## src/rtl/fp_mac_pkg.sv

```systemverilog
// Shared definitions for the FP MAC normalize-and-round stage.
// Holds the datapath widths, the S1 pipeline record and the output record
// handed to the downstream packer.
package fp_mac_pkg;

    localparam int WIDTH  = 74;                  // adder result width (magnitude is WIDTH+1 with carry)
    localparam int MANT_W = 24;                  // rounded mantissa width, hidden bit included
    localparam int EXP_W  = 10;                  // signed exponent width
    localparam int LZ_W   = $clog2(WIDTH + 2);   // holds counts 0..WIDTH+1

    // Captured beat in stage 1: raw magnitude plus its leading-zero count.
    typedef struct packed {
        logic [WIDTH:0]     mag;
        logic [EXP_W-1:0]   exp;
        logic               sign;
        logic [LZ_W-1:0]    lz;
    } s1_t;

    // Normalized, rounded result presented on the output port.
    typedef struct packed {
        logic [MANT_W-1:0]  mant;
        logic [EXP_W-1:0]   exp;
        logic               sign;
        logic               zero;
        logic               inexact;
    } norm_out_t;

endpackage

```

## src/rtl/fp_mac_norm_round_lzc.sv

```systemverilog
// Combinational leading-zero counter.
// Ports:
//   din - vector to scan, MSB first
//   cnt - number of zeros above the most significant 1; W when din is all zero
module lzc #(
    parameter int W  = 8,
    localparam int CW = $clog2(W + 1)
) (
    input  logic [W-1:0]  din,
    output logic [CW-1:0] cnt
);

    // Ascending scan: the last hit (the highest set bit) wins.
    always_comb begin
        cnt = CW'(W);
        for (int i = 0; i < W; i++) begin
            if (din[i]) begin
                cnt = CW'(W - 1 - i);
            end
        end
    end

endmodule

```

## src/rtl/fp_mac_norm_round.sv

```systemverilog
// Normalize-and-round stage downstream of the FP MAC adder.
// Two register stages: S1 captures the raw {carry, sum} magnitude with its
// leading-zero count; S2 shifts, rounds to nearest-even and registers the
// result. Valid/ready handshake on both sides, one beat per cycle.
// Ports:
//   clk, rst                 - clock, asynchronous active-high reset
//   in_valid/in_ready        - input handshake (in_ready is combinational from out_ready)
//   in_carry, in_sum         - adder carry-out and result, forming a WIDTH+1 bit magnitude
//   in_exp, in_sign          - signed exponent of bit WIDTH-1, result sign
//   out_valid/out_ready      - output handshake; out_* hold while stalled
//   out_mant, out_exp        - rounded mantissa (hidden bit at MSB) and adjusted exponent
//   out_sign, out_zero       - sign pass-through, exact-zero flag
//   out_inexact              - guard or sticky bits were nonzero
module fp_mac_norm_round
    import fp_mac_pkg::*;
(
    input  logic              clk,
    input  logic              rst,
    input  logic              in_valid,
    output logic              in_ready,
    input  logic              in_carry,
    input  logic [WIDTH-1:0]  in_sum,
    input  logic [EXP_W-1:0]  in_exp,
    input  logic              in_sign,
    output logic              out_valid,
    input  logic              out_ready,
    output logic [MANT_W-1:0] out_mant,
    output logic [EXP_W-1:0]  out_exp,
    output logic              out_sign,
    output logic              out_zero,
    output logic              out_inexact
);

    localparam int GRD = WIDTH - MANT_W;   // bit position of the guard bit in N

    // ------------------------------------------------------------------
    // Handshake
    // ------------------------------------------------------------------
    logic      s1_valid_reg;
    logic      s2_valid_reg;
    s1_t       s1_reg;
    norm_out_t s2_reg;
    norm_out_t s2_next;

    logic s2_adv;
    logic s1_adv;
    logic accept;

    assign s2_adv   = !s2_valid_reg || out_ready;
    assign s1_adv   = s1_valid_reg && s2_adv;
    // Held low while rst is asserted so nothing is accepted during reset.
    assign in_ready = !rst && (!s1_valid_reg || s2_adv);
    assign accept   = in_valid && in_ready;

    // ------------------------------------------------------------------
    // S1: capture magnitude and its leading-zero count
    // ------------------------------------------------------------------
    logic [WIDTH:0]  mag_w;
    logic [LZ_W-1:0] lz_w;

    assign mag_w = {in_carry, in_sum};

    lzc #(.W(WIDTH + 1)) u_lzc (
        .din (mag_w),
        .cnt (lz_w)
    );

    always_ff @(posedge clk or posedge rst) begin
        if (rst) begin
            s1_valid_reg <= 1'b0;
            s1_reg       <= '0;
        end else begin
            // in_ready means S1 is empty or draining this cycle, so it takes
            // whatever is offered (or becomes a bubble).
            if (in_ready) begin
                s1_valid_reg <= in_valid;
            end
            if (accept) begin
                s1_reg <= '{mag: mag_w, exp: in_exp, sign: in_sign, lz: lz_w};
            end
        end
    end

    // ------------------------------------------------------------------
    // S2: normalize, round to nearest even, adjust exponent
    // ------------------------------------------------------------------
    logic [WIDTH:0]    norm_w;
    logic [MANT_W-1:0] mant_raw;
    logic              guard;
    logic              sticky;
    logic              round_up;
    logic [MANT_W:0]   mant_inc;
    logic              rnd_ovf;
    logic [MANT_W-1:0] mant_rnd;
    logic [EXP_W:0]    exp_ext;
    logic              is_zero;

    assign norm_w   = s1_reg.mag << s1_reg.lz;
    assign mant_raw = norm_w[WIDTH -: MANT_W];
    assign guard    = norm_w[GRD];
    assign sticky   = |norm_w[GRD-1:0];
    assign round_up = guard && (sticky || mant_raw[0]);
    assign mant_inc = {1'b0, mant_raw} + {{MANT_W{1'b0}}, round_up};
    assign rnd_ovf  = mant_inc[MANT_W];
    // Carry out of an all-ones mantissa renormalizes to 1.000...
    assign mant_rnd = rnd_ovf ? {1'b1, {(MANT_W-1){1'b0}}} : mant_inc[MANT_W-1:0];
    assign is_zero  = ~|s1_reg.mag;

    // in_exp names bit WIDTH-1, so an unshifted carry bit is one above it.
    // Computed one bit wider and truncated; range checks happen downstream.
    assign exp_ext = {s1_reg.exp[EXP_W-1], s1_reg.exp}
                   + (EXP_W+1)'(1)
                   - {{(EXP_W+1-LZ_W){1'b0}}, s1_reg.lz}
                   + {{EXP_W{1'b0}}, rnd_ovf};

    always_comb begin
        s2_next         = '0;
        s2_next.sign    = s1_reg.sign;
        s2_next.zero    = is_zero;
        if (!is_zero) begin
            s2_next.mant    = mant_rnd;
            s2_next.exp     = exp_ext[EXP_W-1:0];
            s2_next.inexact = guard || sticky;
        end
    end

    always_ff @(posedge clk or posedge rst) begin
        if (rst) begin
            s2_valid_reg <= 1'b0;
            s2_reg       <= '0;
        end else if (s2_adv) begin
            s2_valid_reg <= s1_valid_reg;
            // Data only moves with a real beat, so a bubble leaves outputs untouched.
            if (s1_adv) begin
                s2_reg <= s2_next;
            end
        end
    end

    assign out_valid   = s2_valid_reg;
    assign out_mant    = s2_reg.mant;
    assign out_exp     = s2_reg.exp;
    assign out_sign    = s2_reg.sign;
    assign out_zero    = s2_reg.zero;
    assign out_inexact = s2_reg.inexact;

endmodule

```

## config.mk

```make
export PLATFORM = sky130hd
export DESIGN_NAME = fp_mac_norm_round
export DESIGN_NICKNAME = d
export VERILOG_FILES = /design/src/rtl/fp_mac_pkg.sv /design/src/rtl/fp_mac_norm_round_lzc.sv /design/src/rtl/fp_mac_norm_round.sv
export SDC_FILE = /design/constraint.sdc
export NUM_CORES = 1
export LEC_CHECK = 0
export CORE_UTILIZATION = 45
export DETAILED_ROUTE_END_ITERATION = 10
export DONT_BUFFER_PORTS = 1
export GPL_ROUTABILITY_DRIVEN = 0
export PLACE_DENSITY = 0.65
export SLEW_MARGIN = 20
export SYNTH_ARGS = -nofsm -noshare
export SYNTH_HDL_FRONTEND = slang
export SYNTH_SLANG_ARGS = --single-unit
```

## constraint.sdc

```tcl
create_clock -name clk -period 9.4 [get_ports clk]
set_input_delay 2.82 -clock clk [delete_from_list [all_inputs] [get_ports clk]]
set_output_delay 2.82 -clock clk [all_outputs]
set_load 0.005 [all_outputs]
```

* After elaboration in Yosys (flattened, before gate mapping)
Index checks and enable logic that the tools add are counted.
Cells by class: add/sub/neg operators 4, shift-type cells 1, reduce and logical (&&, ||, !) cells 15, mux-type cells 78
Operator list (number):
- $mux W7 | 64
- $reduce_or A75 Y1 | 1
- $shl A75 B7 Y75 | 1
- $reduce_or A50 Y1 | 1
- $mux W34 | 1
- $mux W4 | 8
- $add A24 B1 Y25 | 1
- $mux W24 | 1
- $add A10 B1 Y10 | 1
- $add A10 B2 Y10 const B | 1
- $sub A10 B7 Y10 | 1
- $logic_and A1 B1 Y1 | 4
- $logic_not A1 Y1 | 4
- $logic_or A1 B1 Y1 | 4
- $mux W2 | 2
- $mux W1 | 2
- $reduce_and A2 Y1 | 1
Storage, ports and cells: logic and storage cells 109, register bits after elaboration 132, input port bits 90, output and inout bits 39

* Longest topological paths before layout
Gate-level depths: netlist (run 1).
word-level depth 75, depth in mapped cells 36, depth with buffers taken out 30

* Cells and area by module
A second synthesis (run 1) with hierarchy kept.
Unflattened totals: cell total of the unflattened synthesis 1336, area total of the unflattened synthesis 12996.2 um2
Modules (own cells, without submodules):
- fp_mac_norm_round | sequential area each 3303.2 um2, instances 1, area an instance 12086.6 um2, cells an instance 1163
- lzc | sequential area each 0.0 um2, instances 1, area an instance 909.6 um2, cells an instance 173

* Worst setup path after synthesis (run 1)
OpenSTA, ideal clock, no wires.
kind input to output, from in rst, to out in_ready, data arrival time 5938 ps, path slack 642 ps, required time 6580 ps, buffers on the path 0, stages on the path 2, cells stage by stage inv_1 > o21a_1
Between the ends: longest elaborated chain between the ends 2
RTL lines:
- start, declared | line fp_mac_norm_round.sv:18 | input logic rst,
- $logic_not A1 Y1 (no source line)
- $logic_and A1 B1 Y1 | line fp_mac_norm_round.sv:52 | assign in_ready = !rst && (!s1_valid_reg || s2_adv);
- end, declared | line fp_mac_norm_round.sv:20 | output logic in_ready,
No other way between the ends.

* Final worst setup path (run 1)
from reg s1_reg[3] (netlist name), to reg s2_reg, in the netlist out_exp[9]
Between the ends: longest elaborated chain between the ends 7, elaborated cells between the ends (all ways) 8, those cells by class add/sub: 3; shift: 1; mux: 1; reduce/logical: 3
RTL lines:
- start, declared | line fp_mac_norm_round.sv:41 | s1_t s1_reg;
- start signal, assigned | line fp_mac_norm_round.sv:79 | s1_reg <= '{mag: mag_w, exp: in_exp, sign: in_sign, lz: lz_w};
- $shl A75 B7 Y75 | line fp_mac_norm_round.sv:98 | assign norm_w = s1_reg.mag << s1_reg.lz;
- $reduce_or A50 Y1 | line fp_mac_norm_round.sv:101 | assign sticky = |norm_w[GRD-1:0];
- $logic_or A1 B1 Y1 | line fp_mac_norm_round.sv:102 | assign round_up = guard && (sticky || mant_raw[0]);
- $logic_and A1 B1 Y1 | line fp_mac_norm_round.sv:102
- $add A24 B1 Y25 | line fp_mac_norm_round.sv:103 | assign mant_inc = {1'b0, mant_raw} + {{MANT_W{1'b0}}, round_up};
- $add A10 B1 Y10 * | line fp_mac_norm_round.sv:114 | + {{EXP_W{1'b0}}, rnd_ovf};
- $mux W34 * | line fp_mac_norm_round.sv:120 | if (!is_zero) begin
- end signal, assigned | line fp_mac_norm_round.sv:135 | s2_reg <= s2_next;
- end, declared | line fp_mac_norm_round.sv:42 | norm_out_t s2_reg;
Every way passes the cells marked *; elsewhere a longest branch is shown, timed or not. A chain may end at the register's enable or synchronous reset.

==> results.tsv, run 1 <==
metric	value	unit
instances_no_fill	1767	
io_buffers	0	
grt_max_degree	82	
die_area	30000	µm²
clock_latency	460	ps
largest_reg_flops	93	
dpl.cell_count	1736	
status	finished clean	
dpl_cell_area	13000	µm²
clk_pin_slew	60	ps
grt-ovfl-total	0	
setup_viol	0	
ys_warn_count	0	
cts_tree	yes	
fin_crit	7230	ps
postSynthCellCount	1434	
syn_nets	1542	
slowest_stage	dfrtp_4	
grt_pass1_vias	11600	
antenna_found_initial	0	
finalHoldViolations	0	
ys_ff_latch	132	
vias	12200	
whs	489	ps
cap_viol_max_count	0	
ys_types	106	
grt.total_usage	30.8	%
drc	0	
whs_path_depth	2	
initial_core_util	45.8	%
fmax	138	MHz
place_hpwl	33.2	mm
drv_slew	0	
endpoint_kind	flop	
reg2reg_depth	31	
wire_per_inst	25.9	µm
power_density	209	nW/µm²
cts_root_buffer	clkbuf_16	
syn_area	13200	µm²
die_y	173	µm
rows	62	
cp.buffers_inverters	2	
drtPass1Iterations	7	
cts_sinks	132	
avgViaCountPerCell	6.88	
ys_seq_area_share	25.1	%
tns	0	ps
r2r_setup_slack	2170	ps
cts_buffers	17	
hold_buffers	0	
synth_edf_count	0	
finalCritPeriodShare	76.9	%
postLayoutCellArea	13700	µm²
totalPowerFinal	2.86	mW
pre_cts_ws	2370	ps
drtIter0Drc	1726	
postCtsSetupBuffers	0	
ctsLongestPathBuffers	2	
avgSynthCellArea	9.19	µm²
vdd_drop_max	0.134	mV
slowest_delay	1050	ps
wl	45.9	mm
grt_pass1_wl	70.3	mm
final_core_util	47.4	%
tightest_slew	1010	ps
critPathRequiredTime	9710	ps
num_io_pins	129	
nFillCells	2733	
htreeDepth	4	
synthArstFlopShare	100	%
area_growth	3.56	%
regArea	3310	µm²
path_max_fanout	80	
final_net_count	1479	
n_antenna_cell	0	
relSlewSlack	32.7	%
coreArea	28800	µm²
critPathArrivalTime	7540	ps
multi_input_area	8970	µm²
post_cts_resized	0	
setup_slack	2170	ps
path_class	reg -> reg	
finClkSkew	16.4	ps
drtAntennaViolNets	0	
setup.worst_path.start_class	flop	
layout-drive-gt1-share	14.7	%
leakage	5.55	nW
critPathMostFrequentCell	a21oi_1	
path_depth	31	
rsz0062_at_grt	false	
hold_class	reg -> reg	
crit_family	compound AO/OA/AOI/OAI gates	
synthFlopType	dfrtp_1	
die_w	173	µm
-- cells by family after synthesis --
family          Yosys count  synth area share, %
fa+ha+maj                18                 1.82
flops                   132                 25.1
simple gates            641                 22.5
mux                     203                 26.8
compound gates          281                 15.0
buf+inv                 131                 6.93
xor+xnor                 28                 1.86
-- per-layer routing --
metal | GRT usage (%) | routed length [µm] | part of all wire [%]
met2 | 45.2 | 19800 | 43
met3 | 9.17 | 5510 | 12
met1 | 42.1 | 18500 | 40
met5 | 0 | 0 | 0
met4 | 13.3 | 2060 | 4.5
-- cell type report --
cell class | count | area share, %
Clock inverter | 12 | 1.50
Multi-Input combinational cell | 1171 | 65.7
Tap cell | 384 | 3.52
Clock buffer | 19 | 3.17
Timing Repair Buffer | 15 | 0.825
Sequential cell | 132 | 24.3
Inverter | 34 | 0.972
-- report_power, final --
part | switching (mW) | internal, mW | leakage [nW] | total, mW
Combinational | 0.654 | 0.516 | 3.60 | 1.17
Sequential | 0.236 | 0.705 | 1.64 | 0.941
Clock | 0.275 | 0.470 | 0.304 | 0.745
Total | 1.16 | 1.69 | 5.55 | 2.86
-- cells in the final DEF, fill, tap and decap left out, types with 22 or more instances in the layout --
master,count
a22o_1,22
a21oi_1,36
mux2i_1,55
inv_1,29
mux4_2,75
mux2_2,31
o21ai_0,72
nor2_1,101
dfrtp_1,128
nand3_1,40
nand2_1,340
nor3_1,32
nor4_1,39
mux4_1,31
-- cells in the mapped netlist (5+ instances only) --
cell       count  share of area, %
a211oi_1      13              0.74
o31ai_1        8              0.46
buf_6         14               1.2
a22o_1        22               1.5
and3_1         8              0.38
nand2b_1      11              0.52
inv_1         30              0.85
nor2_1       101               2.9
mux2_1         8              0.68
nor2b_1       11              0.52
dfrtp_1      132                25
nor4_1        39               1.9
nand2_1      341               9.7
nand3_1       40               1.5
a221oi_1       7              0.47
clkbuf_1      34              0.97
o211ai_1       6              0.34
and2_1        10              0.47
buf_12        10               1.5
xnor2_1       16               1.1
mux4_2        75                13
mux4_1        31               6.2
clkbuf_8       8              0.84
ha_1          16               1.5
o21bai_1       8              0.46
a21oi_1       36               1.4
a22oi_1       11              0.63
buf_2         18              0.68
nor3_1        32               1.2
o22a_1         5              0.33
a31oi_1        5              0.24
xor2_1        12              0.80
o21ai_0       72               2.7
mux2i_1       55               4.2
o22ai_1       18              0.85
mux2_2        31               2.6
a2111oi_0      6              0.40
nand4_1        8              0.38
buf_4          6              0.34
-- tightest hold or removal path: stages (launching register included) --
cell and delay [ps]:
dfrtp_1 350, nand2_1 50, nand2_1 60
-- final timing paths --
| check | start | end |
|---|---|---|
| setup / recovery | s1_reg[3] | out_exp[9] |
| hold / removal | s1_reg[14] | s1_reg[14] |
| setup reg to reg | s1_reg[3] | out_exp[9] |
| hold reg to reg | s1_reg[14] | s1_reg[14] |
| max in group asynchronous | rst | s1_reg[1] |
| min in group asynchronous | rst | s1_reg[52] |
No activity file was read; power rests on OpenSTA's default activity.
==> inputs of run 2 (changes only) <==
PLACE_DENSITY = 0.67   (was 0.65)
clock period = 6.6 ns   (was 9.4 ns; I/O delays follow)
==> run 2 against run 1 <==
Sequential cell count is the same. Via count increased by 3.8%. Sequential share of layout area down 0.99 points. Critical path depth did not move. Critical path type unchanged. Largest power group unchanged. Highest routed layer is now met5.
==> results.tsv, run 2 (same netlist as run 1, synthesis figures left out) <==
metric	value	unit	change
status	finished clean		
layout_common_cells	nand2_1 (340), dfrtp_1 (128), nor2_1 (100)		
cts_sinks	132		unchanged
num_io_pins	129		unchanged
regArea	3320	µm²	about the same
clk_pin_slew	60	ps	about the same
drv_slew	0		unchanged
die_w	173	µm	unchanged
wire_per_inst	26.3	µm	+1.3%
instances_no_fill	1824		+3.2%
setup_viol	0		unchanged
power_density	294	nW/µm²	+41%
drc	0		unchanged
fin_crit	6370	ps	-858 ps
timing.rr.start	s1_reg[3]		
leakage	5.86	nW	+5.6%
antenna_found_initial	1		+1
cts_root_buffer	clkbuf_16		
dpl_cell_area	13400	µm²	+3.3%
multi_input_area	9030	µm²	+0.68%
final_common_cell	nand2_1		
grt.total_usage	32.1	%	+1.3 points
slowest_stage	dfrtp_4		
io_buffers	0		unchanged
vdd_drop_max	0.175	mV	+31%
cts_buffers	17		unchanged
path_max_fanout	13		-84%
finalCritPeriodShare	96.5	%	+20 points
worstSetupStartpoint	s1_reg[3]		
grt_max_degree	74		-9.8%
path_class	reg -> reg		
rows	62		unchanged
die_y	173	µm	unchanged
initial_core_util	45.8	%	unchanged
final_net_count	1535		+3.8%
endpoint_kind	flop		
clock_latency	450	ps	about the same
postLayoutCellArea	14200	µm²	+4.3%
cts_tree	yes		
largest_reg_flops	93		unchanged
dpl.cell_count	1781		+2.6%
critPathRequiredTime	6890	ps	-2820 ps
tightest_slew	1210	ps	+200 ps
grt_pass1_wl	72.9	mm	+3.7%
htreeDepth	4		unchanged
grt-ovfl-total	0		unchanged
area_growth	8.04	%	
coreArea	28800	µm²	unchanged
setup.worst_path.start_class	flop		
drtAntennaViolNets	0		unchanged
die_area	30000	µm²	unchanged
grt_pass1_vias	12000		+3.8%
ctsLongestPathBuffers	2		unchanged
finClkSkew	19.2	ps	+2.76 ps
r2r_setup_slack	230	ps	-1940 ps
slowest_delay	560	ps	-490 ps
nFillCells	2625		-4.0%
drtIter0Drc	1911		+11%
hold_class	reg -> reg		
whs	487	ps	-1.88 ps
layout-drive-gt1-share	19.0	%	+4.3 points
fmax	157	MHz	+13%
wl	47.9	mm	+4.5%
relSlewSlack	18.7	%	-14 points
hold_buffers	0		unchanged
hold_path.startpoint	s1_reg[7]		
vias	12600		+3.8%
critPathArrivalTime	6660	ps	-880 ps
place_hpwl	35.0	mm	+5.3%
avgViaCountPerCell	6.92		+0.58%
cap_viol_max_count	0		unchanged
drtPass1Iterations	11		+4
finalHoldViolations	0		unchanged
run 2: cell type report:
type | count | share of cell area, %
multi-input combinational | 1171 | 63.4
sequential | 132 | 23.3
timing repair buffer | 71 | 4.41
tap | 384 | 3.37
clock buffer | 18 | 3.08
clock inverter | 13 | 1.45
inverter | 34 | 0.940
antenna | 1 | 0.0176
run 2: routing by layer:
layer  up-vias  track usage (%)  part of all wire (%)
met5         -                0                 0.023
met4         2             16.3                   6.3
met3       247             10.6                    13
met2      1010             46.5                    42
met1      5984             42.6                    38
li1       5381                -                     -
run 2: critical path: cells and delay by family, from the launching register on:
family | cells | cell delay, ps
XOR/XNOR | 1 | 140
AND/OR/NAND/NOR | 9 | 1200
adder cells (fa/ha/maj) | 5 | 1360
AO/OA/AOI/OAI | 11 | 1760
flip-flops | 1 | 560
multiplexers | 2 | 830
buffers and inverters | 3 | 370
run 2: power by group:
part | internal [mW] | switching [mW] | total (mW) | leakage (nW)
Clock | 0.678 | 0.381 | 1.06 | 0.312
Sequential | 1.01 | 0.309 | 1.31 | 1.64
Combinational | 0.807 | 1.01 | 1.82 | 3.91
Total | 2.49 | 1.70 | 4.19 | 5.86
run 2: timing repair:
item / in CTS / in global routing
setup endpoints to repair: 0 / 3
setup buffers: 0 / 11
resized for setup: 0 / 20
endpoints found under the hold margin: 0 / 0
run 2: path summary, 6_finish.rpt:
kind | to | cells past startpoint
min in group asynchronous | s1_reg[6] | 1
setup / recovery | out_exp[9] | 31
max in group asynchronous | s1_reg[1] | 2
setup reg to reg | out_exp[9] | 31
hold / removal | s1_reg[7] | 2
hold reg to reg | s1_reg[7] | 2
run 2: per-stage QoR:
| stage | setup WS [ps] | utilization [%] | power, mW | TNS, ps |
|---|---|---|---|---|
| after floorplan | 377 | - | 2.47 | 0 |
| after global placement | 275 | 46.7 | 2.99 | 0 |
| after detailed placement | 112 | 46.7 | 3.02 | 0 |
| after CTS | 106 | 48.9 | 4.09 | 0 |
| after global routing | -18.2 | 49.5 | 4.36 | -18.2 |
| final | 228 | 49.5 | 4.19 | 0 |
